--- src/rtl/cpu_pipe_pkg.sv ---
// Shared definitions for the EX->MEM pipeline slice: stage state encoding,
// control-vector bit positions and data-payload field offsets.
package cpu_pipe_pkg;

    // Occupancy of the EX/MEM elastic stage.
    typedef enum logic [1:0] {
        ST_EMPTY = 2'b00,
        ST_BUSY  = 2'b01,
        ST_FULL  = 2'b10
    } pipe_state_t;

    // EX/MEM control vector bit positions.
    localparam int EXMEM_CTRL_W     = 10;
    localparam int CTRL_BRANCH      = 0;
    localparam int CTRL_MEMTOREG    = 1;
    localparam int CTRL_REGWR       = 2;
    localparam int CTRL_MEMWR       = 3;
    localparam int CTRL_JAL         = 4;
    localparam int CTRL_RTYPE_J     = 5;
    localparam int CTRL_RTYPE_L     = 6;
    localparam int CTRL_WRBYTE      = 7;
    localparam int CTRL_LOADBYTE_LO = 8;
    localparam int CTRL_LOADBYTE_HI = 9;

    // EX/MEM data payload field layout; bits above the flags are zero.
    localparam int EXMEM_DATA_W = 110;
    localparam int D_ALU_LSB    = 0;
    localparam int D_ALU_W      = 32;
    localparam int D_BUSB_LSB   = 32;
    localparam int D_BUSB_W     = 32;
    localparam int D_OP_LSB     = 64;
    localparam int D_OP_W       = 6;
    localparam int D_RD_LSB     = 70;
    localparam int D_RD_W       = 5;
    localparam int D_FLAGS_LSB  = 75;
    localparam int D_FLAGS_W    = 3;

    // Packs the EX results into the data payload, zero-filling the padding.
    function automatic logic [EXMEM_DATA_W-1:0] pack_data(
        input logic [D_ALU_W-1:0]   alu,
        input logic [D_BUSB_W-1:0]  busb,
        input logic [D_OP_W-1:0]    op,
        input logic [D_RD_W-1:0]    rd,
        input logic [D_FLAGS_W-1:0] flags
    );
        logic [EXMEM_DATA_W-1:0] d;
        d = '0;
        d[D_ALU_LSB   +: D_ALU_W]   = alu;
        d[D_BUSB_LSB  +: D_BUSB_W]  = busb;
        d[D_OP_LSB    +: D_OP_W]    = op;
        d[D_RD_LSB    +: D_RD_W]    = rd;
        d[D_FLAGS_LSB +: D_FLAGS_W] = flags;
        return d;
    endfunction

endpackage

--- src/rtl/ex_mem_pipe_reg_sat_counter.sv ---
// Saturating up-counter with asynchronous active-low reset.
// Ports: clk, rst_n, i_inc (count enable), o_cnt (current count, sticks at all-ones).
module sat_counter #(
    parameter int W = 16
) (
    input  logic         clk,
    input  logic         rst_n,
    input  logic         i_inc,
    output logic [W-1:0] o_cnt
);

    logic [W-1:0] r_cnt;
    logic         w_sat;

    assign w_sat = &r_cnt;

    always_ff @(posedge clk or negedge rst_n) begin
        if (!rst_n) begin
            r_cnt <= '0;
        end else if (i_inc && !w_sat) begin
            r_cnt <= r_cnt + {{(W-1){1'b0}}, 1'b1};
        end
    end

    assign o_cnt = r_cnt;

endmodule

--- src/rtl/ex_mem_pipe_reg.sv ---
// Elastic EX->MEM stage: valid/ready handshake with a main and a skid entry,
// synchronous flush of in-flight control, and a saturating stall counter.
// Ports: clk, rst_n, flush; in_valid/in_ready/in_data/in_ctrl from EX;
// out_valid/out_ready/out_data/out_ctrl to MEM; stall_cnt for perf debug.
module ex_mem_pipe_reg
    import cpu_pipe_pkg::*;
#(
    parameter int DATA_W = 110,
    parameter int CTRL_W = 10,
    parameter int CNT_W  = 16
) (
    input  logic              clk,
    input  logic              rst_n,
    input  logic              flush,
    input  logic              in_valid,
    output logic              in_ready,
    input  logic [DATA_W-1:0] in_data,
    input  logic [CTRL_W-1:0] in_ctrl,
    output logic              out_valid,
    input  logic              out_ready,
    output logic [DATA_W-1:0] out_data,
    output logic [CTRL_W-1:0] out_ctrl,
    output logic [CNT_W-1:0]  stall_cnt
);

    pipe_state_t       r_state;
    logic              r_in_ready;
    logic              r_main_valid;
    logic [DATA_W-1:0] r_main_data;
    logic [CTRL_W-1:0] r_main_ctrl;
    logic              r_skid_valid;
    logic [DATA_W-1:0] r_skid_data;
    logic [CTRL_W-1:0] r_skid_ctrl;

    pipe_state_t       w_state_nxt;
    logic              w_main_valid_nxt;
    logic [DATA_W-1:0] w_main_data_nxt;
    logic [CTRL_W-1:0] w_main_ctrl_nxt;
    logic              w_skid_valid_nxt;
    logic [DATA_W-1:0] w_skid_data_nxt;
    logic [CTRL_W-1:0] w_skid_ctrl_nxt;

    logic w_in_fire;
    logic w_out_fire;
    logic w_stall;

    // in_ready is a flop, so FULL never accepts and EX sees no
    // combinational path from out_ready.
    assign w_in_fire  = in_valid & r_in_ready;
    assign w_out_fire = r_main_valid & out_ready;
    assign w_stall    = r_main_valid & ~out_ready;

    always_comb begin
        w_state_nxt      = r_state;
        w_main_valid_nxt = r_main_valid;
        w_main_data_nxt  = r_main_data;
        w_main_ctrl_nxt  = r_main_ctrl;
        w_skid_valid_nxt = r_skid_valid;
        w_skid_data_nxt  = r_skid_data;
        w_skid_ctrl_nxt  = r_skid_ctrl;

        if (flush) begin
            // Kill everything, including a beat accepted this cycle;
            // clearing ctrl guarantees no stale write enables survive.
            w_state_nxt      = ST_EMPTY;
            w_main_valid_nxt = 1'b0;
            w_main_ctrl_nxt  = '0;
            w_skid_valid_nxt = 1'b0;
            w_skid_ctrl_nxt  = '0;
        end else begin
            case (r_state)
                ST_EMPTY: begin
                    if (w_in_fire) begin
                        w_state_nxt      = ST_BUSY;
                        w_main_valid_nxt = 1'b1;
                        w_main_data_nxt  = in_data;
                        w_main_ctrl_nxt  = in_ctrl;
                    end
                end
                ST_BUSY: begin
                    if (w_in_fire && w_out_fire) begin
                        w_main_data_nxt = in_data;
                        w_main_ctrl_nxt = in_ctrl;
                    end else if (w_in_fire) begin
                        w_state_nxt      = ST_FULL;
                        w_skid_valid_nxt = 1'b1;
                        w_skid_data_nxt  = in_data;
                        w_skid_ctrl_nxt  = in_ctrl;
                    end else if (w_out_fire) begin
                        w_state_nxt      = ST_EMPTY;
                        w_main_valid_nxt = 1'b0;
                    end
                end
                ST_FULL: begin
                    if (w_out_fire) begin
                        w_state_nxt      = ST_BUSY;
                        w_main_data_nxt  = r_skid_data;
                        w_main_ctrl_nxt  = r_skid_ctrl;
                        w_skid_valid_nxt = 1'b0;
                    end
                end
                default: begin
                    w_state_nxt      = ST_EMPTY;
                    w_main_valid_nxt = 1'b0;
                    w_skid_valid_nxt = 1'b0;
                end
            endcase
        end
    end

    always_ff @(posedge clk or negedge rst_n) begin
        if (!rst_n) begin
            r_state      <= ST_EMPTY;
            r_in_ready   <= 1'b1;
            r_main_valid <= 1'b0;
            r_main_data  <= '0;
            r_main_ctrl  <= '0;
            r_skid_valid <= 1'b0;
            r_skid_data  <= '0;
            r_skid_ctrl  <= '0;
        end else begin
            r_state      <= w_state_nxt;
            r_in_ready   <= (w_state_nxt != ST_FULL);
            r_main_valid <= w_main_valid_nxt;
            r_main_data  <= w_main_data_nxt;
            r_main_ctrl  <= w_main_ctrl_nxt;
            r_skid_valid <= w_skid_valid_nxt;
            r_skid_data  <= w_skid_data_nxt;
            r_skid_ctrl  <= w_skid_ctrl_nxt;
        end
    end

    sat_counter #(
        .W(CNT_W)
    ) u_stall_cnt (
        .clk   (clk),
        .rst_n (rst_n),
        .i_inc (w_stall),
        .o_cnt (stall_cnt)
    );

    assign in_ready  = r_in_ready;
    assign out_valid = r_main_valid;
    assign out_data  = r_main_data;
    assign out_ctrl  = r_main_valid ? r_main_ctrl : '0;

endmodule

--- config.mk ---
export PLATFORM = sky130hd
export DESIGN_NAME = ex_mem_pipe_reg
export DESIGN_NICKNAME = d
export VERILOG_FILES = /design/src/rtl/cpu_pipe_pkg.sv /design/src/rtl/ex_mem_pipe_reg_sat_counter.sv /design/src/rtl/ex_mem_pipe_reg.sv
export SDC_FILE = /design/constraint.sdc
export NUM_CORES = 1
export LEC_CHECK = 0
export BUFFER_PORTS_ARGS = -buffer_cell sky130_fd_sc_hd__buf_2
export CORE_MARGIN = 4
export CORE_UTILIZATION = 54
export DETAILED_ROUTE_END_ITERATION = 10
export PLACE_DENSITY = 0.8
export SYNTH_ARGS = -nofsm -noshare
export SYNTH_HDL_FRONTEND = slang
export SYNTH_SLANG_ARGS = --single-unit
--- constraint.sdc ---
create_clock -name clk -period 2 [get_ports clk]
set_input_delay 0.2 -clock clk [delete_from_list [all_inputs] [get_ports clk]]
set_output_delay 0.2 -clock clk [all_outputs]
set_load 0.02 [all_outputs]
# Word-level counts from Yosys, hierarchy flattened
# Index checks and enable logic that the tools add are counted.
[totals]
out_inout_bits = 138
input_bits = 125
word_cells = 69
ff_bits = 260
[op_classes]
reduce_logical = 14
bitwise = 6
add_sub_neg = 1
muxes = 26
eq_ne = 14
[op_table]
columns = ["op", "count"]
rows = [
  ["$mux W110", 3],
  ["$pmux W110 S3", 1],
  ["$mux W10", 8],
  ["$pmux W10 S3", 1],
  ["$ne A3 B3 Y1 const B", 6],
  ["$add A16 B1 Y16 const B", 1],
  ["$reduce_and A16 Y1", 1],
  ["$mux W2", 6],
  ["$ne A2 B2 Y1 const B", 6],
  ["$reduce_and A5 Y1", 2],
  ["$reduce_and A4 Y1", 2],
  ["$pmux W2 S3", 1],
  ["$mux W1", 5],
  ["$reduce_bool A2 Y1", 2],
  ["$reduce_bool A4 Y1", 1],
  ["$and A1 B1 Y1", 3],
  ["$not A1 Y1", 3],
  ["$pmux W1 S3", 1],
  ["$reduce_and A3 Y1", 1],
  ["$reduce_bool A3 Y1", 1],
  ["$eq A2 B1 Y1 const B", 1],
  ["$eq A2 B2 Y1 const B", 1],
  ["$logic_and A1 B1 Y1", 2],
  ["$logic_not A2 Y1", 1],
  ["$logic_not A1 Y1", 1],
]

# Logic depth before layout (Yosys ltp)
[depth]
ltp_word = 7
ltp_mapped = 7
mapped_depth_nobuf = 5

# Cells and area by module
# A second synthesis with hierarchy kept.
[hier_totals]
hier_cells = 796
hier_area_um2 = 12208.0
[modules_own_cells]
columns = ["module", "n_inst", "area_per_inst_um2", "seq_area_each_um2", "cells_per_inst"]
rows = [
  ["ex_mem_pipe_reg", 1, 11367.2, 6107.1, 721],
  ["sat_counter", 1, 840.8, 400.4, 75],
]

# Worst setup path before layout
# No wires, ideal clock.
[synth_path]
path_type = "reg2reg"
start = "reg u_stall_cnt.r_cnt[0], in the netlist u_stall_cnt.o_cnt[0]"
end = "reg u_stall_cnt.r_cnt[1], in the netlist u_stall_cnt.o_cnt[1]"
t_required_ps = 1875
slack_ps = 167
setup_time_ps = 125
path_stages_with_launch = 6
arrival_time_ps = 1708
period_less_slack_ps = 1833
n_path_buf = 1
path_cell_list = "dfrtp_1 -> ha_1 -> nand4_1 -> o41a_1 -> buf_2 -> mux2_4"
[synth_between]
elab_chain_cells = 3
elab_cells_between_ends = 4
cone_classes = "add/sub: 1; reduce/logical: 3"
[synth_rtl]
columns = ["item", "line_no", "text"]
rows = [
  ["start, declared", "ex_mem_pipe_reg_sat_counter.sv:12", "logic [W-1:0] r_cnt;"],
  ["start signal, assigned", "ex_mem_pipe_reg_sat_counter.sv:21", "r_cnt <= r_cnt + {{(W-1){1'b0}}, 1'b1};"],
  ["parallel branches: the longest is 3 deep, another holds $add A16 B1 Y16", "n/a", ""],
]
# Parallel ways; which one is timed is not known.
# A chain may end at the register's enable or synchronous reset.

# Final worst setup path
[layout_path]
start = "reg r_in_ready, in the netlist in_ready"
end = "reg r_skid_data[79]"
[layout_between]
elab_chain_cells = 4
[layout_rtl]
columns = ["item", "line_no", "text"]
rows = [
  ["start, declared", "ex_mem_pipe_reg.sv:27", "logic r_in_ready;"],
  ["start signal, assigned", "ex_mem_pipe_reg.sv:123", "r_in_ready <= (w_state_nxt != ST_FULL);"],
  ["$and A1 B1 Y1 *", "ex_mem_pipe_reg.sv:49", "assign w_in_fire = in_valid & r_in_ready;"],
  ["$logic_and A1 B1 Y1", "ex_mem_pipe_reg.sv:81", "if (w_in_fire && w_out_fire) begin"],
  ["$not A1 Y1 (no line)", "n/a", ""],
  ["$reduce_and A4 Y1 (no line) *", "n/a", ""],
  ["end signal, assigned", "ex_mem_pipe_reg.sv:128", "r_skid_data <= w_skid_data_nxt;"],
  ["end, declared", "ex_mem_pipe_reg.sv:32", "logic [DATA_W-1:0] r_skid_data;"],
]
# Mark *: on every way between the ends. The rest lies on a longest branch, timed or not.

==> flow_metrics.tcl <==
set metrics [dict create \
    ios 263 \
    routedWlPerCell_um 20.0 \
    grt_overflow 0 \
    routabilityCongestion 0.797 \
    synthToLayoutAreaGrowth_pct 31.8 \
    worst_setup_path_end_kind "register" \
    critPathMaxStageDelay_ns 0.55 \
    synth-seq-area-share 0.555 \
    crit_slowest_cell "dfstp_2" \
    clk_pin_slew_ns 0.06 \
    htree_levels 1 \
    power_density_nw_per_um2 1180 \
    clock_sinks 260 \
    critPathMaxFanout 18 \
    rows 53 \
    final-setup-viol-count 0 \
    ys_ff_latch 260 \
    rsz0062_at_grt "false" \
    die-area_um2 24100 \
    start_kind "register" \
    placed_area_um2 13400 \
    ys_types 47 \
    cp.arrival_ns 2.34 \
    maxCapViolCount 0 \
    min_period_ns 1.94 \
    hold_viol 0 \
    drc_errors 0 \
    via_per_inst 5.68 \
    max_clock_freq_mhz 515 \
    setup_tns_ns 0 \
    drt_iter0_markers 537 \
    die_y_um 155 \
    core_um2 21200 \
    antenna_found_initial 2 \
    track_usage 0.254 \
    yosysMostFrequentCell "dfrtp_1" \
    synth-edff-count 0 \
    netlist_top_cells_area "dfrtp_1 55%, mux2_4 13%, mux2i_1 10%" \
    grt_pass1_wl_mm 50.2 \
    crit_top_cell "buf_12" \
    clock_latency_ns 0.51 \
    grt_start_max_net_pins 73 \
    cts_buffers 27 \
    grt_pass1_vias 9508 \
    maxSlewHeadroom 0.504 \
    total_power_mw 18.2 \
    synthArstFlopShare 1.00 \
    ff_latch_area_um2 6510 \
    synth_top_area_share 0.553 \
    cts-root-buf "clkbuf_16" \
    synth_area_um2 11700 \
    vias 8988 \
    nets 1418 \
    drtAntennaViolNets 0 \
    synth_flop_cell "dfrtp_1" \
    fin_skew_ns 0.00901 \
    fin_cells 1583 \
    period_share 0.970 \
    port_buffers 262 \
    p_leak_nw 7.10 \
    tightest_slew_ns 0.744 \
    hp-class "input pin to register" \
    critical_path.top_delay_family "flip-flops" \
    place_inst 1416 \
    multiInputGateArea_um2 4780 \
    ir_worst_vdd_mv 0.857 \
    routed_wl_mm 31.7 \
    synth_common_cells "259 x dfrtp_1, 155 x o21ai_1, 120 x mux2i_1" \
    path_class "register to register" \
    netlist_instances 918 \
    status "completed" \
    hpwl_mm 18.2 \
    die_x_um 155 \
    ys_warn_count 0 \
    synth.avg_cell_area_um2 12.8 \
    syn_nets 1044 \
    tritoncts "built" \
    path_cells "and3b_1 -> nand2_1 -> nor2_4 -> buf_12 -> buf_12 -> mux2_4" \
    fillers 1336 \
    start_util 0.554 \
    path_buf_inv 2 \
    worst_ep_required_time_ns 2.40 \
    dr.pass1.iters 5 \
    yosys.area.top_type "dfrtp_1" \
    finalMaxSlewViolations 0 \
    post-route-cell-area_um2 15400 \
    cts.path.max_buffers 3 \
    layout-drive-gt1-share 0.348 \
]
==> worst paths after layout <==
check | from | end | slack (ns) | cells past startpoint
min in group asynchronous | rst_n | r_skid_ctrl[4]$_DFFE_PN0P_ | 0.26 | 2
max in group asynchronous | rst_n | in_ready$_DFF_PN1_ | 1.06 | 3
max reg2reg | in_ready$_DFF_PN1_ | r_skid_data[79]$_DFFE_PN0P_ | 0.06 | 6
min reg2reg | u_stall_cnt.o_cnt[15]$_DFFE_PN0P_ | u_stall_cnt.o_cnt[15]$_DFFE_PN0P_ | 0.49 | 1
min | out_ready | in_ready$_DFF_PN1_ | 0.09 | 2
max | in_ready$_DFF_PN1_ | r_skid_data[79]$_DFFE_PN0P_ | 0.06 | 6
==> layout make-up <==
cell class | count | area share
antenna | 2 | 0.000324
clock buffer | 40 | 0.0495
clock inverter | 3 | 0.00421
inverter | 2 | 0.000486
multi-input combinational | 584 | 0.310
sequential | 260 | 0.422
tap | 275 | 0.0223
timing repair buffer | 417 | 0.192
==> report_power, final <==
part | switching (mW) | total, mW | internal, mW | leakage (nW)
clock network | 1.96 | 4.82 | 2.86 | 0.404
logic | 2.63 | 5.25 | 2.62 | 3.47
registers | 1.12 | 8.09 | 6.97 | 3.23
total | 5.70 | 18.2 | 12.5 | 7.10
==> layer usage <==
metal | up-vias | share of wire | GRT usage
met5 | - | 0 | 0
met4 | 0 | 0.033 | 0.0884
met3 | 73 | 0.066 | 0.0506
met2 | 399 | 0.50 | 0.432
met1 | 4500 | 0.40 | 0.326
li1 | 4016 | - | -
==> repair_timing <==
item	4_1_cts	5_1_grt
hold endpoints to repair	285	0
setup buffers	0	0
endpoints found under the setup margin	0	20
gates resized for setup	0	2
hold buffers	121	0
==> cell families (layout without fill, tap and decap cells) <==
kind of cell,after synthesis,after routing,synth area share
buffers and inverters,74,462,0.0386
other,0,2,0
AOI/OAI and AO/OA,240,240,0.109
muxes,232,232,0.243
DFF,260,260,0.555
adders and majority gates,1,1,0.00107
xor gates and xnor gates,14,14,0.0105
and+or+nand+nor,97,97,0.0427
==> registers in the layout (all words and copies together) (netlist names) <==
signal	flops
in_ready	1
u_stall_cnt.o_cnt	16
out_valid	1
r_state	2
r_skid_ctrl	10
r_main_ctrl	10
r_skid_data	110
out_data	110
==> placed cells by master (no fill, tap or decap), types with 10 or more instances in the layout <==
master         count
a311oi_1          10
and2_1            10
buf_12            11
buf_2            260
buf_4             22
clkbuf_16         28
dfrtp_1          259
dlygate4sd3_1    121
mux2_2            11
mux2_4           101
mux2i_1          120
nand2_1           31
nor2_1            26
o21ai_0           64
o21ai_1          156
==> metrics by stage <==
stage,setup WS [ns],utilization,hold WS [ns]
finish,0.0592,0.730,0.0921
global route,0.00899,0.730,0.0949
CTS,0.0526,0.728,0.0672
detailed placement,0.0722,0.632,0.227
global placement,0.131,0.632,0.219
floorplan,0.167,-,-0.0956
(Power assumes the default switching activity.)
